`config.mk`:
```
export PLATFORM = sky130hd
export DESIGN_NAME = sbit_tx_serializer
export DESIGN_NICKNAME = d
export VERILOG_FILES = /design/src/rtl/sbit_tx_pkg.sv /design/src/rtl/sbit_tx_serializer_prbs7.sv /design/src/rtl/sbit_tx_serializer.sv
export SDC_FILE = /design/constraint.sdc
export NUM_CORES = 1
export LEC_CHECK = 0
export BUFFER_PORTS_ARGS = -buffer_cell sky130_fd_sc_hd__buf_2
export CORE_AREA = 2 2 63 65
export DETAILED_ROUTE_END_ITERATION = 8
export DIE_AREA = 0 0 65 67
export GPL_TIMING_DRIVEN = 0
export SYNTH_ARGS = -nofsm -noshare
export SYNTH_HDL_FRONTEND = slang
export SYNTH_SLANG_ARGS = --single-unit
```
`constraint.sdc`:
```
create_clock -name clock -period 4.25 [get_ports clock]
set_input_delay 0.85 -clock clock [delete_from_list [all_inputs] [get_ports clock]]
set_output_delay 0.85 -clock clock [all_outputs]
set_load 0.02 [all_outputs]
```
`src/rtl/sbit_tx_pkg.sv`:
```
// sbit_tx_pkg: shared types and constants for the S-bit trigger-path transmitter.
//   tx_state_t       : IDLE / TRAIN / DATA, encoded as exported on the `state` port
//   FRAME_BITS       : bits per frame (one S-bit word)
//   PAIRS_PER_FRAME  : DDR bit pairs (clock cycles) per frame
//   PRBS7_SEED/TAPS  : PRBS-7 (x^7 + x^6 + 1) generator constants
//   prbs7_step       : one-bit advance of the PRBS-7 register
package sbit_tx_pkg;

  localparam int unsigned FRAME_BITS      = 8;
  localparam int unsigned PAIRS_PER_FRAME = 4;

  localparam logic [6:0] PRBS7_SEED = 7'h7F;
  localparam logic [6:0] PRBS7_TAPS = 7'b1100000;

  typedef enum logic [1:0] {
    ST_IDLE  = 2'd0,
    ST_TRAIN = 2'd1,
    ST_DATA  = 2'd2
  } tx_state_t;

  // Shift left, feeding back the XOR of the tapped bits; the new bit lands in [0].
  function automatic logic [6:0] prbs7_step(input logic [6:0] s);
    return {s[5:0], ^(s & PRBS7_TAPS)};
  endfunction

endpackage

```
`src/rtl/sbit_tx_serializer_prbs7.sv`:
```
// prbs7_byte_gen: PRBS-7 generator producing FRAME_BITS new sequence bits per enable.
//   clock     : fast clock
//   reset     : synchronous, active-high; reloads the seed
//   en        : advance the generator by one byte at the next edge
//   prbs_byte : the next byte of the sequence, first-generated bit in the MSB
module prbs7_byte_gen
  import sbit_tx_pkg::*;
(
  input  logic                  clock,
  input  logic                  reset,
  input  logic                  en,
  output logic [FRAME_BITS-1:0] prbs_byte
);

  logic [6:0] lfsr_q;
  logic [6:0] lfsr_d;

  always_comb begin
    lfsr_d    = lfsr_q;
    prbs_byte = '0;
    for (int unsigned i = 0; i < FRAME_BITS; i++) begin
      lfsr_d = prbs7_step(lfsr_d);
      prbs_byte[FRAME_BITS-1-i] = lfsr_d[0];
    end
  end

  always_ff @(posedge clock) begin
    if (reset) begin
      lfsr_q <= PRBS7_SEED;
    end else if (en) begin
      lfsr_q <= lfsr_d;
    end
  end

endmodule

```
`src/rtl/sbit_tx_serializer.sv`:
```
// sbit_tx_serializer: frames 8-bit S-bit words into a DDR bit-pair stream, one frame
// per four `clock` cycles, with a start-of-frame marker, for an external ODDR.
//   clock          : fast clock (4x frame rate)
//   reset          : synchronous, active-high
//   tx_en          : enable transmission
//   train_req      : level, requests a training burst
//   data_in        : frame payload, MSB first
//   data_valid     : data_in is valid
//   data_ready     : word accepted this cycle (with data_valid)
//   d0, d1         : earlier / later bit of the current pair
//   sof_d0, sof_d1 : SOF marker aligned to d0 / d1
//   state          : 0=IDLE, 1=TRAIN, 2=DATA
//   underflow_cnt  : saturating count of DATA frames sent without a valid word
// Optional build macro SBIT_TX_PRBS_EN adds input prbs_sel and a PRBS-7 payload source.
module sbit_tx_serializer
  import sbit_tx_pkg::*;
#(
  parameter int unsigned POSNEG       = 0,
  parameter logic [7:0]  TRAIN_WORD   = 8'hA5,
  parameter int unsigned TRAIN_FRAMES = 64
) (
  input  logic       clock,
  input  logic       reset,
  input  logic       tx_en,
  input  logic       train_req,
  input  logic [7:0] data_in,
  input  logic       data_valid,
`ifdef SBIT_TX_PRBS_EN
  input  logic       prbs_sel,
`endif
  output logic       data_ready,
  output logic       d0,
  output logic       d1,
  output logic       sof_d0,
  output logic       sof_d1,
  output logic [1:0] state,
  output logic [7:0] underflow_cnt
);

  localparam logic [7:0] TRAIN_LAST = 8'(TRAIN_FRAMES - 1);
  localparam logic [1:0] PH_LAST    = 2'(PAIRS_PER_FRAME - 1);

  tx_state_t             st_q, st_d;
  logic [1:0]            ph_q;
  logic [FRAME_BITS-1:0] sr_q;
  logic [FRAME_BITS-1:0] frame_d;
  logic [FRAME_BITS-1:0] prbs_byte;
  logic                  sof_q;
  logic                  frame_sof_d;
  logic                  dly_q;
  logic                  boundary;
  logic                  underrun;
  logic                  prbs_on;
  logic [7:0]            train_cnt_q;
  logic [7:0]            uf_q;

  assign boundary      = (ph_q == PH_LAST);
  assign state         = st_q;
  assign underflow_cnt = uf_q;

`ifdef SBIT_TX_PRBS_EN
  assign prbs_on = prbs_sel;

  prbs7_byte_gen u_prbs (
    .clock     (clock),
    .reset     (reset),
    .en        (boundary && (st_d == ST_DATA) && prbs_sel),
    .prbs_byte (prbs_byte)
  );
`else
  assign prbs_on   = 1'b0;
  assign prbs_byte = '0;
`endif

  // State register
  always_ff @(posedge clock) begin
    if (reset) begin
      st_q <= ST_IDLE;
    end else begin
      st_q <= st_d;
    end
  end

  // Next state: only moves at the frame boundary; !tx_en wins over everything.
  always_comb begin
    st_d = st_q;
    if (boundary) begin
      if (!tx_en) begin
        st_d = ST_IDLE;
      end else begin
        case (st_q)
          ST_IDLE:  st_d = ST_TRAIN;
          ST_TRAIN: if (train_cnt_q == TRAIN_LAST) st_d = ST_DATA;
          ST_DATA:  if (train_req) st_d = ST_TRAIN;
          default:  st_d = ST_IDLE;
        endcase
      end
    end
  end

  // Outputs: next-frame content (selected by the state being entered) and pin mapping.
  always_comb begin
    frame_d     = '0;
    frame_sof_d = 1'b0;
    underrun    = 1'b0;
    case (st_d)
      ST_TRAIN: begin
        frame_d     = TRAIN_WORD;
        frame_sof_d = 1'b1;
      end
      ST_DATA: begin
        frame_sof_d = 1'b1;
        if (prbs_on) begin
          frame_d = prbs_byte;
        end else if (data_valid) begin
          frame_d = data_in;
        end else begin
          underrun = boundary;
        end
      end
      default: ;
    endcase

    data_ready = boundary && (st_d == ST_DATA) && !prbs_on;

    // POSNEG: the stream slips one bit later, so the pair straddles two sr positions.
    if (POSNEG != 0) begin
      d0     = dly_q;
      d1     = sr_q[FRAME_BITS-1];
      sof_d0 = 1'b0;
      sof_d1 = sof_q && (ph_q == 2'd0);
    end else begin
      d0     = sr_q[FRAME_BITS-1];
      d1     = sr_q[FRAME_BITS-2];
      sof_d0 = sof_q && (ph_q == 2'd0);
      sof_d1 = 1'b0;
    end
  end

  // Datapath: phase, shift register, SOF flag, training and underflow counters.
  always_ff @(posedge clock) begin
    if (reset) begin
      ph_q        <= '0;
      sr_q        <= '0;
      sof_q       <= 1'b0;
      dly_q       <= 1'b0;
      train_cnt_q <= '0;
      uf_q        <= '0;
    end else begin
      ph_q  <= ph_q + 2'd1;
      dly_q <= sr_q[FRAME_BITS-2];
      if (boundary) begin
        sr_q  <= frame_d;
        sof_q <= frame_sof_d;
        // Held at zero outside TRAIN, so entering TRAIN always starts a fresh burst.
        if (st_q == ST_TRAIN) begin
          train_cnt_q <= train_cnt_q + 8'd1;
        end else begin
          train_cnt_q <= '0;
        end
        if (underrun && (uf_q != '1)) begin
          uf_q <= uf_q + 8'd1;
        end
      end else begin
        sr_q <= {sr_q[FRAME_BITS-3:0], 2'b00};
      end
    end
  end

endmodule
```
==> results of run 1 <==
[worst max-delay path: cells and delay by family, from the launching register on]
kind / cells / cell delay (ns)
flops: 1 / 0.35
simple gates: 1 / 0.19
fa+ha+maj: 2 / 0.42
compound gates: 2 / 0.42
buf+inv: 3 / 0.63
[layer usage]
layer	vias up	global-route usage [%]
li1	637	-
met1	589	18.6
met2	22	24.7
met3	8	4.05
met4	0	7.98
met5	-	0
[worst paths after layout]
kind / slack (ns) / to / cells after the start
worst max register to register: 1.75 / sr_q[5]$_SDFF_PP0_ / 10
worst min register to register: 0.45 / ph_q[0]$_SDFF_PP0_ / 1
worst min-delay path: 0.45 / ph_q[0]$_SDFF_PP0_ / 1
worst max-delay path: 1.11 / data_ready / 8
[cell usage after synthesis, types with 3 or more instances]
| cell | n | area share, % |
|---|---|---|
| and3_1 | 4 | 1.8 |
| clkbuf_1 | 3 | 0.79 |
| a31oi_1 | 8 | 3.5 |
| ha_1 | 6 | 5.3 |
| a211oi_1 | 4 | 2.1 |
| nor2_1 | 11 | 2.9 |
| nand4_1 | 3 | 1.3 |
| nand2_1 | 12 | 3.2 |
| inv_1 | 3 | 0.79 |
| buf_2 | 3 | 1.1 |
| nand3b_1 | 3 | 1.6 |
| and2_1 | 5 | 2.2 |
| nor2b_1 | 6 | 2.6 |
| a22oi_1 | 3 | 1.6 |
| nor3_1 | 3 | 1.1 |
| a21oi_1 | 5 | 1.8 |
| xor2_1 | 3 | 1.9 |
| or3_1 | 3 | 1.3 |
| o21ai_0 | 6 | 2.1 |
| dfxtp_1 | 29 | 41 |
| nand3_1 | 4 | 1.4 |
[where the power goes]
group	internal, uW	switching [uW]
registers	275	3.10
logic	14.9	21.6
clock network	128	100
[state kept, by name (all words and copies together), names as in the netlist]
signal,count
underflow_cnt,8
sof_q,1
ph_q,2
sr_q,8
train_cnt_q,8
state,2
[kinds of logic (layout without fill, tap and decap cells)]
family,after synthesis,after routing,synth area share (%)
xor gates and xnor gates,4,4,2.47
other,1,1,0.265
AOI/OAI and AO/OA,37,37,17.6
buffers and inverters,11,43,3.44
DFF,29,29,41.0
adders and majority gates,6,6,5.30
muxes,3,3,2.21
and+or+nand+nor,65,65,27.8
[through the flow]
| stage | utilization, % | hold WS, ns | instance area (sq um) |
|---|---|---|---|
| CTS | 46.8 | 0.458 | 1690 |
| detailed placement | 44.4 | 0.449 | 1600 |
| global route | 46.8 | 0.492 | 1690 |
| finish | 46.8 | 0.450 | 1690 |
| global placement | 44.4 | 0.433 | 1600 |
| floorplan | - | 0.417 | 1420 |
[layout make-up]
class	count	area share (%)
Multi-Input combinational cell	116	46.7
Tap cell	48	3.56
Timing Repair Buffer	25	7.41
Buffer	7	2.00
Inverter	4	0.889
Clock buffer	7	5.11
Sequential cell	29	34.4
==> run metrics, run 1 <==
cts repair resizes=0; routed wl met2=1440 microns; sequence of cells on the critical path=ha_1 -> buf_2 -> buf_2 -> o21ai_0 -> a32o_1 -> ha_1 -> and2_1 -> buf_2; via count=1256; number of setup buffers added after CTS=0; CTS sink cnt=29; Initial DRC Count=87; insertion delay to the later sink of the worst-skew pair=0.28 ns; CP startpoint kind=flop; vias per inst=5.32; proportion of layout cells with a drive suffix above 1=20.7%; Worst-Margin Slew=0.580 ns; area of the multi-input gates=788 sq um; Register Area=581 sq um; hold buffer count at CTS=0; Final Hold Vio Count=0; status=complete, no violations; Crit Path Category=flop to primary output; MaxCap Viol Count=0; post-synth cell types=43; Top Layer Used=met4; syn_nets=175; routed length per instance=12.8 microns; FF-to-FF Start=ph_q[0]$_SDFF_PP0_; Post-synth EDFFs=0; cell mode on critical path=buf_2; pins over their slew limit=0; commonest cells after routing, fill and taps aside=29 x dfxtp_1, 28 x buf_2, 12 x nand2_1; sequential-to-total area share from yosys stat=41.0%; Hold Crit Start=ph_q[0]$_SDFF_PP0_; fin cells=236; # diodes=0; clk root buf=clkbuf_8; CP endpoint kind=primary output; CTS tree=done; Starting Density=39.3%; Pwr Total=543 uW; Setup TNS Final=0 ns; Die Width=65 microns; total congestion overflow=0; CP startpoint=ph_q[0]$_SDFF_PP0_; H-tree depth=2; RSZ-0062 raised after global routing=false; Slowest cell on crit path=dfxtp_1; clock skew=0.00699 ns; Total Routed Length=3030 microns; PwrDens=322 mW/mm^2; synthesized instance count=156; Crit path largest cell delay=0.35 ns; area of the core=0.00361 sq mm; crit-path max FO=10; Setup Slack @ Placement=1.34 ns; Slew headroom=61.1%; min cycle time layout=3.14 ns; Port Buf Inserts=25; GPL Wtd Cong=0.823; vias in the first global route=1160; Leak Pwr=0.000692 uW; final worst slack=1.11 ns; placed insts=229; hpwl dp=2220 microns; Fill cells=348; GRT Total Usage=15.3%; Synth async-reset ratio=0%; Die Ht=67 microns; DR pass1 iterations=4; CTS Buffer Depth=2; Core Rows=22; Setup-failing EPs final=0; die area=0.00436 sq mm; f_max=319 MHz; post-route ant nets=0; Ports=28; Metal-1 WL=1400 microns; # nets final=207; largest net degree at the start of global routing=11; initial antenna violation count=0; Area growth, synth to finish=19.2%; YS warnings=0; met3 WL post-DR=128 microns; Synth Flop Type=dfxtp_1; cts bufs inserted=5; Max VDD drop=0.170 mV; cell area after synthesis=0.00142 sq mm; Hold Path Class=flop to flop; commonest non-fill, non-tap cell in the layout=dfxtp_1; first-pass GRT wire length=5060 microns; worst path required time=3.40 ns; Residual DRC=0; clock transition at the registers of the reported paths=0.06 ns; crit path DAT=2.29 ns; Yosys reg bits=29; syn avg cell area=9.09 sq um; final worst path period share=73.9%
(Power assumes the default switching activity.)
==> run 2, diff against run 1 <==
==> constraint.sdc (replaced) <==
create_clock -name clock -period 3 [get_ports clock]
set_input_delay 0.6 -clock clock [delete_from_list [all_inputs] [get_ports clock]]
set_output_delay 0.6 -clock clock [all_outputs]
set_load 0.02 [all_outputs]
==> run 2 against run 1 <==
  * Clock skew barely moved
  * Non-clock buffer count stayed put
  * Critical path depth unchanged
  * Via count decreased by 0.48%
  * Routed wire length increased by 0.30%
  * Cell area rose by 0.15%
  * Worst hold slack about the same
  * Clock power increased by 42%
  * Sequential share of layout area fell by 0.051 points
  * First-iteration DRC count shrank 4.6%
  * Flip-flop and latch count did not move
  * Largest power group unchanged
==> run metrics, run 2 (same netlist as run 1, synthesis figures left out) <==
Die Width=65 microns; die area=0.00436 sq mm; # nets final=207; DR pass1 iterations=4; min cycle time layout=2.86 ns; initial antenna violation count=0; Hold Crit Start=ph_q[0]$_SDFF_PP0_; CP endpoint kind=primary output; first-pass GRT wire length=5060 microns; H-tree depth=2; CTS Buffer Depth=2; Fill cells=349; area of the core=0.00361 sq mm; Leak Pwr=0.000691 uW; cts bufs inserted=5; crit path DAT=2.26 ns; Setup TNS Final=0 ns; CTS sink cnt=29; Worst-Margin Slew=0.565 ns; vias in the first global route=1160; CP startpoint kind=flop; final worst path period share=95.3%; clock skew=0.00738 ns; Ports=28; routed length per instance=12.9 microns; clock transition at the registers of the reported paths=0.06 ns; post-route ant nets=0; Slew headroom=62.1%; GPL Wtd Cong=0.823; CP startpoint=ph_q[0]$_SDFF_PP0_; Register Area=581 sq um; MaxCap Viol Count=0; GRT Total Usage=15.3%; hpwl dp=2220 microns; worst path required time=2.40 ns; FF-to-FF Start=ph_q[0]$_SDFF_PP0_; # diodes=0; R2R Setup Slk=0.53 ns; Hold Path Class=flop to flop; RSZ-0062 raised after global routing=false; Initial DRC Count=83; largest net degree at the start of global routing=11; Max VDD drop=0.241 mV; Final Util=46.9%; proportion of layout cells with a drive suffix above 1=20.7%; Area growth, synth to finish=19.3%; PwrDens=455 mW/mm^2; Starting Density=39.3%; vias per inst=5.30; Core Rows=22; Final Hold Vio Count=0; CTS tree=done; via count=1250; pins over their slew limit=0; commonest cells after routing, fill and taps aside=29 x dfxtp_1, 27 x buf_2, 12 x nand2_1; Total Routed Length=3040 microns; commonest non-fill, non-tap cell in the layout=dfxtp_1; Crit Path Category=flop to primary output; hold buffer count at CTS=0; clk root buf=clkbuf_8; insertion delay to the later sink of the worst-skew pair=0.28 ns; status=complete, no violations; crit-path max FO=10; Port Buf Inserts=25; total congestion overflow=0; f_max=350 MHz; reg-to-reg critical path endpoint=underflow_cnt[0]$_SDFFE_PP0P_; Setup-failing EPs final=0; area of the multi-input gates=788 sq um; Die Ht=67 microns; R2R depth=9; Residual DRC=0; Setup crit end=data_ready
==> run 2: how the worst min path moves through the flow <==
stage,end,slack (ns),depth (start not counted)
finish,ph_q[0]$_SDFF_PP0_,0.45,1
global route,ph_q[0]$_SDFF_PP0_,0.49,1
CTS,ph_q[0]$_SDFF_PP0_,0.46,1
detailed placement,ph_q[0]$_SDFF_PP0_,0.45,1
global placement,ph_q[0]$_SDFF_PP0_,0.43,1
floorplan,ph_q[0]$_SDFF_PP0_,0.42,1
==> run 2: where the power goes <==
part           switching, uW  internal, uW  leakage, uW
registers               4.43           390     0.000234
logic                   30.7          21.4     0.000413
clock network            142           182    0.0000443
total                    177           593     0.000691
==> run 2: timing repair <==
action / CTS / global route
setup endpoints to repair: 0 / 1
buffers inserted: 0 / 0
resized for setup: 0 / 1
==> run 2: cell type report <==
type,instances,share of cell area (%)
Multi-Input combinational cell,116,46.6
Tap cell,48,3.55
Inverter,4,0.888
Buffer,7,2.14
Clock buffer,7,5.10
Timing Repair Buffer,25,7.40
Sequential cell,29,34.3
==> run 2: through the flow <==
step | total power [uW] | cells | cell area [sq um] | hold WS (ns) | setup WS (ns)
2_1_floorplan | 436 | 156 | 1420 | 0.417 | 0.755
3_3_place_gp | 454 | 229 | 1600 | 0.433 | 0.435
3_5_place_dp | 455 | 229 | 1600 | 0.449 | 0.411
4_1_cts | 778 | 236 | 1690 | 0.458 | 0.100
5_1_grt | 808 | 236 | 1690 | 0.492 | 0.0215
6_report | 770 | 236 | 1690 | 0.450 | 0.142
==> run 2: critical path: stages (launching register included) <==
cell	delay (ns)
dfxtp_1	0.35
ha_1	0.16
buf_2	0.22
clkbuf_4	0.25
o21ai_0	0.16
a32o_1	0.24
ha_1	0.26
and2_1	0.19
buf_2	0.16
==> run 2: metal layers <==
layer	share of wire, %	up-vias	track usage, %
li1	-	635	-
met1	47	585	18.6
met2	47	22	24.7
met3	4.2	8	4.05
met4	2.0	0	7.98
met5	0	-	0
==> run 3, diff against run 2 <==
--- a/config.mk
+++ b/config.mk
@@ -5,11 +5,14 @@
 export SDC_FILE = /design/constraint.sdc
 export NUM_CORES = 1
 export LEC_CHECK = 0
+export ABC_AREA = 1
 export BUFFER_PORTS_ARGS = -buffer_cell sky130_fd_sc_hd__buf_2
-export CORE_AREA = 2 2 63 65
+export CORE_AREA = 2 2 62 64
 export DETAILED_ROUTE_END_ITERATION = 8
-export DIE_AREA = 0 0 65 67
+export DIE_AREA = 0 0 64 66
 export GPL_TIMING_DRIVEN = 0
+export HOLD_SLACK_MARGIN = 0.08
+export SETUP_SLACK_MARGIN = 0.15
 export SYNTH_ARGS = -nofsm -noshare
 export SYNTH_HDL_FRONTEND = slang
 export SYNTH_SLANG_ARGS = --single-unit
==> run 3 against run 2 <==
  * Critical endpoint unchanged
  * Critical path depth grew 2
  * Critical path type unchanged
  * Largest cell class unchanged
  * Cell count rose by 18%
  * Register-to-register slack gained 0.35 ns
  * Clock power shrank 27%
  * Setup slack improved by 0.28 ns
  * Core utilization is 1.1 points lower
  * Power down 13%
  * First-iteration DRC count fell by 35%
  * Sequential share of layout area grew 1.4 points
  * Fmax grew 11%
==> run metrics, run 3 <==
Die Ht=66 microns; Register Area=581 sq um; Starting Density=38.7%; commonest non-fill, non-tap cell in the layout=nand2_1; routed length per instance=9.33 microns; largest area contributor in the netlist=dfxtp_1; MaxCap Viol Count=0; CTS Buffer Depth=2; crit path DAT=1.98 ns; sequential-to-total area share from yosys stat=42.2%; post-synth cell types=25; via count=1234; Setup-failing EPs final=0; hold_ws=0.453 ns; sequence of cells on the critical path=ha_2 -> inv_2 -> clkbuf_4 -> nand2_1 -> nand2_1 -> inv_1 -> ha_1 -> nand2_1 -> inv_1 -> buf_2; commonest cells after routing, fill and taps aside=58 x nand2_1, 29 x dfxtp_1, 26 x buf_2; status=complete, no violations; RSZ-0062 raised after global routing=false; # diodes=0; Setup TNS Final=0 ns; CTS tree=done; first-pass GRT wire length=4620 microns; Total Routed Length=2600 microns; Max VDD drop=0.277 mV; Yosys top cell area share=42.2%; met3 Use GR=5.79%; cts repair resizes=0; hold buffer count at CTS=0; Crit path largest cell delay=0.34 ns; cts bufs inserted=5; Initial DRC Count=54; H-tree depth=2; vias per inst=4.42; Slowest cell on crit path=dfxtp_1; DR pass1 iterations=4; worst path buffer plus inverter count=5; clk root buf=clkbuf_4; Core Rows=22; largest net degree at the start of global routing=11; hpwl dp=1950 microns; Residual DRC=0; Synth Flop Type=dfxtp_1; # nets final=250; final worst slack=0.421 ns; cell mode on critical path=nand2_1; CP startpoint kind=flop; synthesized instance count=198; Area after DPL=0.00157 sq mm; clock skew=0.00954 ns; Hold Path Class=flop to flop; initial antenna violation count=0; number of setup buffers added after CTS=0; Yosys reg bits=29; GPL Wtd Cong=0.744; Post-synth EDFFs=0; area of the multi-input gates=679 sq um; YS warnings=0; total congestion overflow=0; worst path required time=2.40 ns; count leader, synth=nand2_1; CTS sink cnt=29; f_max=388 MHz; clock transition at the registers of the reported paths=0.08 ns; die area=0.00422 sq mm; critical path's top delay family=buffers and inverters; Crit Path Category=flop to primary output; Die Width=64 microns; vias in the first global route=1103; post-route ant nets=0; Final Hold Vio Count=0; min cycle time layout=2.58 ns; synth cell count leaders=58 x nand2_1, 29 x dfxtp_1, 25 x inv_1, 25 x nor2_1, 15 x a21oi_1; Ports=28; cell area after synthesis=0.00138 sq mm; insertion delay to the later sink of the worst-skew pair=0.32 ns; Fill cells=382; Finished Cell Area=0.00163 sq mm; proportion of layout cells with a drive suffix above 1=19.5%; Leak Pwr=0.000757 uW; Area growth, synth to finish=18.2%; Setup Slack @ Placement=0.640 ns; global-route met1 utilization=17.6%; pins over their slew limit=0; syn avg cell area=6.94 sq um; Synth async-reset ratio=0%; crit-path max FO=10; CP endpoint kind=primary output; area of the core=0.00355 sq mm; final worst path period share=86.0%; Final Util=45.8%; M2 GR Usage=21.9%; GR peak layer=met2; GRT Total Usage=14.1%; Port Buf Inserts=26; PwrDens=413 mW/mm^2; Synth area leaders=dfxtp_1 42%, nand2_1 16%, inv_1 6.8%; syn_nets=217
==> run 3: changes by cell type after synthesis, moves of 6 or more <==
| cell | change |
|---|---|
| nor2b_1 | -6 |
| a21oi_1 | +10 |
| nand2_1 | +46 |
| nor2_1 | +14 |
| inv_1 | +22 |
==> run 3: layout make-up <==
cell class	instances	area share [%]
repair buffers	26	8.01
plain buffers	3	1.15
well taps	48	3.70
multi-input cells	139	41.8
flip-flops and latches	29	35.7
clock buffers	7	3.39
inverters	27	6.24
==> run 3: final timing paths <==
kind / to / slack [ns] / cells past startpoint / from
hold reg to reg: sr_q[4]$_SDFF_PP0_ / 0.45 / 2 / sr_q[2]$_SDFF_PP0_
setup reg to reg: sr_q[7]$_SDFF_PP0_ / 0.88 / 12 / ph_q[0]$_SDFF_PP0_
hold / removal: sr_q[4]$_SDFF_PP0_ / 0.45 / 2 / sr_q[2]$_SDFF_PP0_
setup / recovery: data_ready / 0.42 / 10 / ph_q[0]$_SDFF_PP0_
==> run 3: logic make-up (layout without fill, tap and decap cells) <==
group | Yosys count | after routing | synth area share [%]
other cells | 1 | 1 | 0.273
fa+ha+maj | 6 | 6 | 5.46
compound gates | 24 | 24 | 9.46
buf+inv | 30 | 63 | 8.55
flops | 29 | 29 | 42.2
simple gates | 105 | 105 | 32.1
xor+xnor | 3 | 3 | 1.91
==> run 3: metrics by stage <==
step,instances,power [uW]
floorplan,198,427
global placement,272,443
detailed placement,272,443
CTS,279,684
global route,279,712
finish,279,672
==> run 3: layer usage <==
layer | part of all wire [%] | up-vias
met5 | 0 | -
met4 | 0.50 | 0
met3 | 5.1 | 2
met2 | 44 | 21
met1 | 51 | 530
li1 | - | 681
==> run 3: power breakdown <==
group          switching (uW)  total, uW  internal [uW]
Sequential               3.11        392            389
Combinational            25.1       41.5           16.3
Clock                     128        238            110
Total                     156        672            516
==> run 3: worst min-delay path, cell delays in order, from the launching register on <==
cell     delay, ns
dfxtp_1       0.30
nand2_1       0.05
a21oi_1       0.05
